## src/rtl/lfsr_rng.sv

```systemverilog
// lfsr_rng: free-running Fibonacci LFSR pseudo-random generator
//   clk  in   1      clock, all state updates on rising edge
//   rst  in   1      synchronous active-high reset, restarts the sequence from SEED
//   out  out  WIDTH  current LFSR state, driven straight from the register
module lfsr_rng #(
    parameter int unsigned WIDTH = 16,
    parameter logic [31:0] SEED  = 32'h0000_ACE1
) (
    input  logic             clk,
    input  logic             rst,
    output logic [WIDTH-1:0] out
);
    // One maximal-length polynomial per width; bit (n-1) set means term x^n feeds back.
    function automatic logic [31:0] tap_mask(input int unsigned w);
        case (w)
            3:       tap_mask = 32'h0000_0006;
            4:       tap_mask = 32'h0000_000C;
            5:       tap_mask = 32'h0000_0014;
            6:       tap_mask = 32'h0000_0030;
            7:       tap_mask = 32'h0000_0060;
            8:       tap_mask = 32'h0000_00B8;
            9:       tap_mask = 32'h0000_0110;
            10:      tap_mask = 32'h0000_0240;
            11:      tap_mask = 32'h0000_0500;
            12:      tap_mask = 32'h0000_0829;
            13:      tap_mask = 32'h0000_100D;
            14:      tap_mask = 32'h0000_2015;
            15:      tap_mask = 32'h0000_6000;
            16:      tap_mask = 32'h0000_B400;
            17:      tap_mask = 32'h0001_2000;
            18:      tap_mask = 32'h0002_0400;
            19:      tap_mask = 32'h0004_0023;
            20:      tap_mask = 32'h0009_0000;
            21:      tap_mask = 32'h0014_0000;
            22:      tap_mask = 32'h0030_0000;
            23:      tap_mask = 32'h0042_0000;
            24:      tap_mask = 32'h00E1_0000;
            25:      tap_mask = 32'h0120_0000;
            26:      tap_mask = 32'h0200_0023;
            27:      tap_mask = 32'h0400_0013;
            28:      tap_mask = 32'h0900_0000;
            29:      tap_mask = 32'h1400_0000;
            30:      tap_mask = 32'h2000_0029;
            31:      tap_mask = 32'h4800_0000;
            32:      tap_mask = 32'h8020_0003;
            default: tap_mask = 32'h0000_0000;
        endcase
    endfunction

    if (WIDTH < 3 || WIDTH > 32) begin : g_bad_width
        $error("lfsr_rng: unsupported WIDTH %0d (3..32)", WIDTH);
    end

    localparam logic [31:0]      TAPS_ALL = tap_mask(WIDTH);
    localparam logic [WIDTH-1:0] TAPS     = TAPS_ALL[WIDTH-1:0];
    localparam logic [WIDTH-1:0] ONE      = {{(WIDTH-1){1'b0}}, 1'b1};
    // A seed that truncates to zero would lock the register, so it becomes 1.
    localparam logic [WIDTH-1:0] RST_VAL  = (SEED[WIDTH-1:0] == '0) ? ONE : SEED[WIDTH-1:0];

    logic [WIDTH-1:0] state_q;
    logic [WIDTH-1:0] state_d;

    // Zero would shift to zero forever; escape it by loading 1.
    always_comb state_d = rst ? RST_VAL : (state_q == '0) ? ONE : {state_q[WIDTH-2:0], ^(state_q & TAPS)};

    always_ff @(posedge clk) state_q <= state_d;

    assign out = state_q;
endmodule

```

## config.mk

```make
export PLATFORM = sky130hd
export DESIGN_NAME = lfsr_rng
export DESIGN_NICKNAME = d
export VERILOG_FILES = /design/src/rtl/lfsr_rng.sv
export SDC_FILE = /design/constraint.sdc
export NUM_CORES = 1
export LEC_CHECK = 0
export ABC_AREA = 1
export ABC_CLOCK_PERIOD_IN_PS = 1740
export CAP_MARGIN = 5
export CELL_PAD_IN_SITES_DETAIL_PLACEMENT = 1
export CELL_PAD_IN_SITES_GLOBAL_PLACEMENT = 2
export CORE_ASPECT_RATIO = 1.4
export CORE_MARGIN = 5
export CORE_UTILIZATION = 27
export CTS_BUF_LIST = sky130_fd_sc_hd__clkbuf_2 sky130_fd_sc_hd__clkbuf_4 sky130_fd_sc_hd__clkbuf_8
export DETAILED_ROUTE_END_ITERATION = 16
export PLACE_DENSITY_LB_ADDON = 0.1
export SETUP_SLACK_MARGIN = 0.3
export SYNTH_ARGS = -nofsm -noshare
export SYNTH_HDL_FRONTEND = slang
export SYNTH_SLANG_ARGS = --single-unit
```

## constraint.sdc

```tcl
create_clock -name clk -period 1.74 [get_ports clk]
set_input_delay 0.348 -clock clk [delete_from_list [all_inputs] [get_ports clk]]
set_output_delay 0.348 -clock clk [all_outputs]
set_load 0.1 [all_outputs]
```

# Word level (Yosys, flattened, before mapping)
# Cells that the tools add are included.
[word_totals]
out_inout_bits = 16
elab_cells = 6
reg_bits = 16
[op_classes]
n_mux = 1
n_reduce_logical = 3
[ops]
columns = ["cell", "count"]
rows = [
  ["$logic_not 16->1", 1],
  ["$mux 16", 1],
  ["$reduce_xor 16->1", 1],
  ["$reduce_or 2->1", 1],
]

# Depth between registers and ports, before layout
[logic_depth]
depth_word = 2
depth_mapped = 7

# Worst setup path before layout
# Ideal clock, no wire load.
[synth_timing]
path_type = "reg-to-reg"
start = "reg state_q[13], in the netlist out[13]"
end = "reg state_q[0], in the netlist out[0]"
arrival_time_ps = 1611
path_buffers = 0
period_less_slack_ps = 1733
path_stages_with_launch = 7
setup_ps = 123
slack_ps = 7
cell_sequence = "dfxtp_1 inv_1 ha_1 nand3b_1 nand2_1 inv_1 nand3_1"
[synth_between]
elab_chain_cells = 2
[synth_rtl]
columns = ["element", "line_no", "rtl"]
rows = [
  ["from (decl)", "60", "logic [WIDTH-1:0] state_q;"],
  ["from (signal assigned)", "66", "always_ff @(posedge clk) state_q <= state_d;"],
  ["$logic_not 16->1", "64", "always_comb state_d = rst ? RST_VAL : (state_q == '0) ? ONE : {state_q[WIDTH-2:0], ^(state_q & TAPS)};"],
  ["$reduce_or 2->1 (no line)", "n/a", ""],
]
# Parallel ways exist; a longest one is shown, timed or not.
# A chain may end at the register's enable or synchronous reset.

# Final worst setup path
[layout_timing]
start = "reg state_q[0], in the netlist out[0]"
end = "out out[0]"
[layout_lines]
columns = ["element", "line_no", "rtl"]
rows = [
  ["to (decl)", "11", "output logic [WIDTH-1:0] out"],
]
# No word-level cell between the ends.

==> metrics.txt <==
Reg-to-Reg Start out[12]; worst hold path type reg -> reg; layout cells sized above 1 43.2%; fin util 48.5%; Mean Syn Cell Area 8.11 um^2; worst vdd ir 0.000606 V; dpl ws 0.354 ns; first-pass detailed-route iteration total 2; CTS H-tree lvls 1; Multi-input gate area 183 um^2; DP Wirelength 975 um; final worst setup slack 0.514 ns; Die Wd 48.2 um; Initial DRC Count 3; Post-Syn Area 552 um^2; multiplexer share of the synthesized area 0%; Synth Area in Adders 2.27%; highest-count cells in the layout ignoring fill and taps nor2_1, buf_12, inv_1, nand2_1, dfxtp_2; Area Growth Syn to Fin 71.4%; WHS 0.468 ns; CTS clk-pin slew, worst paths 0.09 ns; hold wc startpoint out[11]; CTS Buffer Depth 2; Slew Limit Fails 0; Final GP Congestion 0.678; Ports 18; Slew HR 86.5%; Largest register FFs 16; type of the worst setup path reg -> out; Yosys warnings 0; largest net degree at the start of global routing 9; total gr overflow 0; Reg-to-Reg End out[0]; Slowest-stage cell, CP dfxtp_1; post-route minimum period 1.23 ns; crit-path max cell delay 0.41 ns; FF+latch count, synth 16; global-route wire length before repair 2170 um; setup TNS 0 ns; DRT Wirelength 1140 um; CP Max Fanout 3; die height 63.5 um; main combinational cell family by area after synthesis simple AND/OR/NAND/NOR gates; Fin. Hold Viols 0; synth unique cells 10; Cell Pwr Density 988 nW/um^2; Critical Path AT 0.88 ns; RSZ-0062 raised after global routing no; crit path buf inv count 1; post-cts sizing count 0; crit start category flip-flop; Worst path top cell family by delay flip-flops; hold depth 2; clk_lat worst skew 0.27 ns; CTS tree done; post-synth net total 71; antenna violations before repair 0; number of fill cells 225; gr usage total 9.77%; status completed; Port Buffers 17; most common cell after layout, fill and taps aside nor2_1; antenna-violating nets left 0; Reg2Reg Depth 6; die area 3060 um^2; post-synthesis simple-gate area fraction 30.8%; WHS Endpoint out[12]; Leak 0.459 nW; wire per inst 10.5 um; XOR/XNOR Fraction of Synth Area 0%; clock sink count 16; Post CTS Setup Buffer Count 0; post-layout net count 93; reg2reg setup slack 0.63 ns; Crit. End Element output port; worst slew pin tran 0.201 ns; endpoints failing setup 0; cells along the critical path buf_12; Compound-Gate Fraction of Synth Area 0%; Clock Skews 0.00518 ns; Core Area 1950 um^2; max frequency 0.816 GHz; Root Buffer clkbuf_4; vias in the first global route 510; cts hold-fix bufs 0; vias per cell 4.24; Seq/Total Area, Yosys 58.0%; register area 335 um^2; DRC 0; vias post-DR 462; total CTS buffers 3; Worst EP required 1.39 ns; initial core utilization 28.3%; synthesized instance count 68; final period utilization 70.4%; Max-cap violations 0; cell row count 19; Ant. Diodes 0
-- metal layers --
| layer | up-vias | track usage (%) | share of wire [%] | wire length [um] |
|---|---|---|---|---|
| li1 | 237 | - | - | - |
| met1 | 213 | 12.1 | 44 | 503 |
| met2 | 10 | 14.2 | 50 | 576 |
| met3 | 2 | 1.71 | 3.8 | 43 |
| met4 | 0 | 7.07 | 1.5 | 17 |
| met5 | - | 0 | 0 | 0 |
-- Yosys cell counts --
cell type,number,area share (%)
nand3_1,1,0.91
nand2_1,12,8.2
ha_1,1,2.3
or2_2,5,5.7
inv_1,13,8.8
nand3b_1,1,1.4
nand2_2,1,1.1
dfxtp_1,16,58
nor2_1,17,12
nand2_4,1,2.0
-- stage by stage --
step / total power, mW / cells / instance area (um^2)
4_1_cts: 0.949 / 109 / 946
5_1_grt: 0.986 / 109 / 946
3_3_place_gp: 0.763 / 106 / 923
6_report: 0.934 / 109 / 946
2_1_floorplan: 0.636 / 68 / 567
3_5_place_dp: 0.765 / 106 / 923
-- report_power, final --
part	leakage, nW	internal, mW	switching (mW)
combinational	0.312	0.113	0.214
sequential	0.133	0.395	0.0309
clock	0.0138	0.0801	0.102
total	0.459	0.588	0.347
-- logic make-up (layout without fill, tap and decap cells) --
family | count (synthesis) | count (layout)
simple gates | 38 | 38
flops | 16 | 16
buf+inv | 13 | 33
fa+ha+maj | 1 | 1
-- area by class of cell --
type	instances	area share (%)
timing repair buffer	17	34.9
clock buffer	3	2.38
sequential	16	35.4
tap	21	2.78
multi-input combinational	39	19.3
inverter	13	5.16
-- worst register-to-register path, cell delays in order, from the launching register on --
cell and delay [ns]:
dfxtp_2 0.37, inv_1 0.06, ha_1 0.30, nand3b_1 0.16, nand2_1 0.07, inv_1 0.04, nand3_1 0.06
-- how the worst max path moves through the flow --
stage / to / depth (start not counted) / slack, ns / startpoint
global placement: out[12] / 4 / 0.42 / rst
floorplan: out[1] / 6 / 0.30 / out[14]
global route: out[9] / 1 / 0.45 / out[9]
CTS: out[0] / 1 / 0.50 / out[0]
finish: out[0] / 1 / 0.51 / out[0]
detailed placement: out[2] / 4 / 0.35 / rst
Note: power is estimated with default switching activity, not from simulation.
